[config.mk]
export PLATFORM = sky130hd
export DESIGN_NAME = enc_ctrl_flat
export DESIGN_NICKNAME = d
export VERILOG_FILES = /design/src/rtl/enc_ctrl_if.sv /design/src/rtl/enc_ctrl.sv /design/src/flat_wrapper.sv
export SDC_FILE = /design/constraint.sdc
export NUM_CORES = 1
export LEC_CHECK = 0
export ABC_AREA = 1
export CAP_MARGIN = 20
export CORE_MARGIN = 8
export CORE_UTILIZATION = 51
export CTS_CLUSTER_SIZE = 14
export DETAILED_ROUTE_END_ITERATION = 8
export PLACE_DENSITY_LB_ADDON = 0.2
export SKIP_LAST_GASP = 1
export SLEW_MARGIN = 0
export SYNTH_ARGS = -nofsm -noshare
export SYNTH_HDL_FRONTEND = slang
export SYNTH_SLANG_ARGS = --single-unit
[constraint.sdc]
create_clock -name clk -period 1.95 [get_ports clk]
set_input_delay 0.195 -clock clk [delete_from_list [all_inputs] [get_ports clk]]
set_output_delay 0.195 -clock clk [all_outputs]
set_load 0.01 [all_outputs]
[src/rtl/enc_ctrl_if.sv]
// Control/status bundle between the turbo-encoder controller and its datapath.
// The slave side is the controller; the master side drives start requests.
interface enc_ctrl_if #(
  parameter int unsigned CNT_W = 14
) ();
  logic             data_valid;
  logic [CNT_W-1:0] blk_len;
  logic             enable;
  logic             trellis_enable;
  logic             switch;
  logic             clr;
  logic             trl_clr;
  logic             mod_clr;
  logic [2:0]       current_state;
  logic [CNT_W-1:0] bit_cnt;
  logic             blk_done;
  logic             len_err;

  modport master (
    output data_valid, blk_len,
    input  enable, trellis_enable, switch, clr, trl_clr, mod_clr,
    input  current_state, bit_cnt, blk_done, len_err
  );

  modport slave (
    input  data_valid, blk_len,
    output enable, trellis_enable, switch, clr, trl_clr, mod_clr,
    output current_state, bit_cnt, blk_done, len_err
  );
endinterface

[src/rtl/enc_ctrl.sv]
// Turbo-encoder block sequencer: encode phase, trellis tail phase, and one queued
// start request so consecutive blocks run without an idle gap. All outputs registered.
module enc_ctrl #(
  parameter int unsigned CNT_W    = 14,
  parameter int unsigned TAIL_LEN = 3,
  parameter int unsigned MIN_LEN  = 40,
  parameter int unsigned MAX_LEN  = 6144
) (
  input logic       clk,
  input logic       reset,
  enc_ctrl_if.slave bus
);

  if (MIN_LEN < 2) begin : g_bad_min_len
    $error("enc_ctrl: MIN_LEN must be at least 2");
  end
  if (TAIL_LEN < 1 || TAIL_LEN > 7) begin : g_bad_tail_len
    $error("enc_ctrl: TAIL_LEN must be in 1..7");
  end
  if (MAX_LEN >= (64'd1 << CNT_W) || MIN_LEN > MAX_LEN) begin : g_bad_max_len
    $error("enc_ctrl: MAX_LEN must fit in CNT_W bits and be >= MIN_LEN");
  end

  localparam logic [2:0] StIdle   = 3'd0;
  localparam logic [2:0] StEncode = 3'd1;
  localparam logic [2:0] StTail   = 3'd2;

  localparam logic [CNT_W-1:0] MinLen   = CNT_W'(MIN_LEN);
  localparam logic [CNT_W-1:0] MaxLen   = CNT_W'(MAX_LEN);
  localparam logic [CNT_W-1:0] TailLast = CNT_W'(TAIL_LEN - 1);
  localparam logic [CNT_W-1:0] One      = CNT_W'(1);
  localparam logic [CNT_W-1:0] Two      = CNT_W'(2);

  logic [2:0]       state_q, state_d;
  logic [CNT_W-1:0] cnt_q, cnt_d;
  logic [CNT_W-1:0] len_q, len_d;
  logic [CNT_W-1:0] pend_len_q, pend_len_d;
  logic             pend_q, pend_d;
  logic             enable_q, enable_d;
  logic             trellis_q, trellis_d;
  logic             switch_q, switch_d;
  logic             clr_q, clr_d;
  logic             trl_clr_q, trl_clr_d;
  logic             mod_clr_q, mod_clr_d;
  logic             blk_done_q, blk_done_d;
  logic             len_err_q, len_err_d;

  logic len_legal;
  logic tail_last;
  logic can_queue;

  assign len_legal = (bus.blk_len >= MinLen) && (bus.blk_len <= MaxLen);
  assign tail_last = (state_q == StTail) && (cnt_q == TailLast);
  // The final tail cycle consumes requests directly instead of queueing them.
  assign can_queue = ((state_q == StEncode) || ((state_q == StTail) && !tail_last)) && !pend_q;

  always_comb begin
    state_d    = state_q;
    cnt_d      = cnt_q;
    len_d      = len_q;
    pend_len_d = pend_len_q;
    pend_d     = pend_q;
    enable_d   = enable_q;
    trellis_d  = trellis_q;
    switch_d   = switch_q;
    clr_d      = clr_q;
    trl_clr_d  = 1'b0;
    mod_clr_d  = 1'b0;
    blk_done_d = 1'b0;
    len_err_d  = 1'b0;

    case (state_q)
      StIdle: begin
        if (bus.data_valid) begin
          if (len_legal) begin
            len_d    = bus.blk_len;
            cnt_d    = '0;
            enable_d = 1'b1;
            clr_d    = 1'b0;
            state_d  = StEncode;
          end else begin
            len_err_d = 1'b1;
          end
        end
      end
      StEncode: begin
        if (cnt_q == len_q - One) begin
          enable_d  = 1'b0;
          trellis_d = 1'b0;
          switch_d  = 1'b1;
          cnt_d     = '0;
          state_d   = StTail;
        end else begin
          cnt_d = cnt_q + One;
          if (cnt_q == len_q - Two) trellis_d = 1'b1;
        end
      end
      StTail: begin
        if (tail_last) begin
          blk_done_d = 1'b1;
          trl_clr_d  = 1'b1;
          switch_d   = 1'b0;
          cnt_d      = '0;
          if (pend_q || (bus.data_valid && len_legal)) begin
            len_d     = pend_q ? pend_len_q : bus.blk_len;
            pend_d    = 1'b0;
            enable_d  = 1'b1;
            mod_clr_d = 1'b1;
            state_d   = StEncode;
          end else begin
            len_err_d = bus.data_valid;
            clr_d     = 1'b1;
            state_d   = StIdle;
          end
        end else begin
          cnt_d = cnt_q + One;
        end
      end
      default: begin
        state_d   = StIdle;
        cnt_d     = '0;
        pend_d    = 1'b0;
        enable_d  = 1'b0;
        trellis_d = 1'b0;
        switch_d  = 1'b0;
        clr_d     = 1'b1;
      end
    endcase

    if (can_queue && bus.data_valid) begin
      if (len_legal) begin
        pend_d     = 1'b1;
        pend_len_d = bus.blk_len;
      end else begin
        len_err_d = 1'b1;
      end
    end
  end

  always_ff @(posedge clk) begin
    if (reset) begin
      state_q    <= StIdle;
      cnt_q      <= '0;
      len_q      <= '0;
      pend_len_q <= '0;
      pend_q     <= 1'b0;
      enable_q   <= 1'b0;
      trellis_q  <= 1'b0;
      switch_q   <= 1'b0;
      clr_q      <= 1'b1;
      trl_clr_q  <= 1'b0;
      mod_clr_q  <= 1'b0;
      blk_done_q <= 1'b0;
      len_err_q  <= 1'b0;
    end else begin
      state_q    <= state_d;
      cnt_q      <= cnt_d;
      len_q      <= len_d;
      pend_len_q <= pend_len_d;
      pend_q     <= pend_d;
      enable_q   <= enable_d;
      trellis_q  <= trellis_d;
      switch_q   <= switch_d;
      clr_q      <= clr_d;
      trl_clr_q  <= trl_clr_d;
      mod_clr_q  <= mod_clr_d;
      blk_done_q <= blk_done_d;
      len_err_q  <= len_err_d;
    end
  end

  assign bus.current_state  = state_q;
  assign bus.bit_cnt        = cnt_q;
  assign bus.enable         = enable_q;
  assign bus.trellis_enable = trellis_q;
  assign bus.switch         = switch_q;
  assign bus.clr            = clr_q;
  assign bus.trl_clr        = trl_clr_q;
  assign bus.mod_clr        = mod_clr_q;
  assign bus.blk_done       = blk_done_q;
  assign bus.len_err        = len_err_q;

endmodule
[src/flat_wrapper.sv]
// flat-port wrapper written by rule: the top's interface ports become plain ports
module enc_ctrl_flat 
#(
  parameter int unsigned CNT_W    = 14,
  parameter int unsigned TAIL_LEN = 3,
  parameter int unsigned MIN_LEN  = 40,
  parameter int unsigned MAX_LEN  = 6144
)
  (clk, reset, bus_data_valid, bus_blk_len, bus_enable, bus_trellis_enable, bus_switch, bus_clr, bus_trl_clr, bus_mod_clr, bus_current_state, bus_bit_cnt, bus_blk_done, bus_len_err);
  enc_ctrl_if #(.CNT_W(CNT_W)) bus_i ();
  input logic clk;
  input logic reset;
  input wire logic [$bits(bus_i.data_valid)-1:0] bus_data_valid;
  input wire logic [$bits(bus_i.blk_len)-1:0] bus_blk_len;
  output wire logic [$bits(bus_i.enable)-1:0] bus_enable;
  output wire logic [$bits(bus_i.trellis_enable)-1:0] bus_trellis_enable;
  output wire logic [$bits(bus_i.switch)-1:0] bus_switch;
  output wire logic [$bits(bus_i.clr)-1:0] bus_clr;
  output wire logic [$bits(bus_i.trl_clr)-1:0] bus_trl_clr;
  output wire logic [$bits(bus_i.mod_clr)-1:0] bus_mod_clr;
  output wire logic [$bits(bus_i.current_state)-1:0] bus_current_state;
  output wire logic [$bits(bus_i.bit_cnt)-1:0] bus_bit_cnt;
  output wire logic [$bits(bus_i.blk_done)-1:0] bus_blk_done;
  output wire logic [$bits(bus_i.len_err)-1:0] bus_len_err;
  assign bus_i.data_valid = bus_data_valid;
  assign bus_i.blk_len = bus_blk_len;
  assign bus_enable = bus_i.enable;
  assign bus_trellis_enable = bus_i.trellis_enable;
  assign bus_switch = bus_i.switch;
  assign bus_clr = bus_i.clr;
  assign bus_trl_clr = bus_i.trl_clr;
  assign bus_mod_clr = bus_i.mod_clr;
  assign bus_current_state = bus_i.current_state;
  assign bus_bit_cnt = bus_i.bit_cnt;
  assign bus_blk_done = bus_i.blk_done;
  assign bus_len_err = bus_i.len_err;
  enc_ctrl #(.CNT_W(CNT_W), .TAIL_LEN(TAIL_LEN), .MIN_LEN(MIN_LEN), .MAX_LEN(MAX_LEN)) u_core (.clk(clk), .reset(reset), .bus(bus_i));
endmodule
==> results of run 1 <==
==> routing by layer <==
metal | GRT usage | vias up | wire length [um]
met1 | 0.229 | 1818 | 4420
met3 | 0.0318 | 20 | 501
met4 | 0.0710 | 0 | 257
met5 | 0 | - | 0
met2 | 0.335 | 121 | 5270
li1 | - | 1943 | -
==> worst max-delay path by stage <==
stage | start | endpoint | slack, ps | cells past startpoint
2_1_floorplan | u_core.len_q[1] | u_core.bus.bit_cnt[13] | 80 | 16
3_3_place_gp | bus_blk_len[1] | u_core.len_q[11] | -120 | 14
3_5_place_dp | bus_blk_len[1] | u_core.len_q[12] | -160 | 14
4_1_cts | u_core.len_q[1] | u_core.bus.bit_cnt[2] | -20 | 15
5_1_grt | u_core.len_q[0] | u_core.bus.bit_cnt[0] | -80 | 15
6_report | u_core.len_q[1] | u_core.bus.bit_cnt[9] | 10 | 16
==> sequential cells by signal, summed over array words and instances, names as in the netlist <==
name / count
u_core.pend_q: 1
u_core.bus.clr: 1
u_core.bus.enable: 1
u_core.bus.trellis_enable: 1
u_core.bus.switch: 1
u_core.bus.trl_clr: 1
u_core.bus.bit_cnt: 14
u_core.len_q: 14
u_core.bus.mod_clr: 1
u_core.pend_len_q: 14
u_core.bus.current_state: 2
u_core.bus.len_err: 1
==> report_power, final <==
part | leakage (uW) | internal, uW | switching, uW
logic | 0.00167 | 1310 | 1800
clock network | 0.0000410 | 245 | 347
registers | 0.000428 | 1250 | 193
total | 0.00214 | 2800 | 2340
==> area by class of cell <==
type                       count  area [um^2]  share of cell area
multi-input combinational    439         2410               0.506
sequential                    52         1050               0.221
timing repair buffer          98          896               0.188
inverter                      51          208              0.0436
tap                           96          120              0.0252
clock buffer                   6         72.6              0.0152
clock inverter                 1         5.00             0.00105
==> cells in the mapped netlist <==
cell and instances:
nand2_1 147, nor2_1 99, dfxtp_1 52, inv_1 43
nand3_1 37, o21ai_0 27, a21oi_1 24, nor2_2 19
xor2_1 16, xnor2_1 10, clkbuf_1 9, ha_1 8
o21ai_1 8, inv_2 7, nor3_1 6, nand4_1 5
buf_4 4, buf_6 4, nand2_2 4, nor2_4 4
buf_2 3, nand2_4 3, nand3_2 3, nand3b_1 3
a31oi_1 2, mux2_2 2, o22ai_1 2, a21boi_0 1
a21oi_4 1, and2_1 1, buf_1 1, clkbuf_2 1
clkinv_2 1, conb_1 1, nor3_2 1, nor3_4 1
nor4_2 1, nor4_4 1, or2_0 1
==> stage by stage <==
step	std cells	power, uW	area, um^2	util	hold slack (ps)
global route	743	5520	4770	0.701	236
finish	743	5140	4770	0.701	222
global placement	724	3910	4350	0.640	439
floorplan	563	3240	3580	-	330
CTS	731	4610	4440	0.654	463
detailed placement	724	3980	4350	0.640	451
==> timing repair <==
item | CTS | global route
pin swaps | 0 | 23
buffers inserted | 0 | 10
resized for setup | 5 | 68
gates cloned | 0 | 2
setup endpoints to repair | 18 | 46
==> logic make-up (layout without fill, tap and decap cells) <==
family                     count (synthesis)  count (layout)  synth area share
adders and majority gates                  8               8            0.0279
xor gates and xnor gates                  26              26            0.0636
buffers and inverters                     73             156            0.0908
other                                      1               1           0.00105
and+or+nand+nor                          336             337             0.424
AOI/OAI and AO/OA                         65              65            0.0961
DFF                                       52              52             0.291
muxes                                      2               2           0.00629
==> worst max-delay path: stages (launching register included) <==
cell and delay [ps]:
dfxtp_2 340, inv_4 80, ha_4 140, inv_4 40, nor2_4 140, buf_4 120, nand2_1 50, nand2_1 60
nand2_1 50, nor2_1 100, nand2_1 80, nor2_2 100, nand2_2 120, nand2_8 150, nand2_4 100, nand3_1 80
a21oi_1 60
==> out/results.ini, run 1 <==
[outcome]
outcome = finished, final reports clean

[route]
avgViaCountPerCell = 5.25
drt_iter0_markers = 225
drt-total-wl_mm = 10.4
dr.pass1.iters = 5
antenna_left = 0
num_vias = 3902
routedWlPerCell_um = 14.1
drc = 0

[place]
post-dp-hpwl_mm = 7.40
pre_cts_ws_ps = -162
gp_congestion = 0.930
portBuffers = 40

[die]
ios = 42
core-area_mm2 = 0.00679
start_util = 0.527
die_h_um = 99.8
dieArea_mm2 = 0.00996
die_x_um = 99.8
rows = 30

[cts]
clk_pin_slew_ps = 90
clk_path_buf_depth = 2
htreeDepth = 2
cts_buffers = 5
hold_buffers = 0
clkLatencyLatePin_ps = 310
cts_tree = yes
cts.sinks = 52
cts_root_buf = clkbuf_8

[worst_setup_path]
timing.rr.start = u_core.len_q[1]
critPathLaunchType = flop
r2r_end = u_core.bus.bit_cnt[9]
crit_type = reg2reg
crit_fanout = 7
cp.arrival_ps = 2140
rrSetupSlack_ps = 10
rr_worst_depth = 16
endpoint_kind = flop
critical_path_required_ps = 2150

[global_routing]
antenna_found_initial = 0
grt_max_degree = 18
grt_pass1_vias = 3504
gr-usage-all-layers = 0.192
gr-total-overflow = 0
grt_pass1_wl_mm = 15.8

[synthesis]
synth.distinct_cells = 39
syn_nets = 588
yosysTopAreaCellShare = 0.291
yosysTopAreaCell = dfxtp_1
ys_seq_area_frac = 0.291
yosys_warnings = 0
synthTopCellsByArea = dfxtp_1 29%, nand2_1 15%, nor2_1 10%, nand3_1 5.2%, inv_1 4.5%
syn_avg_cell_area_um2 = 6.36
syn_inst = 563
ys_ff_latch = 52
synth_area_mm2 = 0.00358

[sta]
rsz0062_at_grt = true
hold_viol = 0
setup_slack_ps = 11.5
min_period_ps = 1940
max_freq_ghz = 0.516
fin_crit_sh = 0.994
slew_violations = 0
clock_skew_ps = 11.6
setup_viol = 0
tns_ps = 0

[finish]
final_common_cell = nand2_1
final_cell_mix = 136 x nand2_1, 95 x nor2_1, 55 x buf_4
antenna_cells = 0
fillers = 590
drive_gt1_frac = 0.233
fin_nets = 672
area.growth.synth_to_final_pct = 33.0

[min_path]
hold_path.class = in2reg
whs_path_depth = 3
min_from = bus_blk_len[12]
hold_end = u_core.pend_len_q[12]

[power]
ir_drop_mv = 0.606
power_density_mw_per_mm2 = 1080
p_leak_uw = 0.00214

[flow_run]
cap_violations = 0

Note: power is estimated with default switching activity, not from simulation.
==> run 2: changes to the inputs <==
--- a/config.mk
+++ b/config.mk
@@ -13,7 +13,6 @@
 export DETAILED_ROUTE_END_ITERATION = 8
 export PLACE_DENSITY_LB_ADDON = 0.2
 export SKIP_LAST_GASP = 1
-export SLEW_MARGIN = 0
 export SYNTH_ARGS = -nofsm -noshare
 export SYNTH_HDL_FRONTEND = slang
 export SYNTH_SLANG_ARGS = --single-unit
==> results of run 2 <==
Final layout, timing and power as in run 1 (identical DEF).
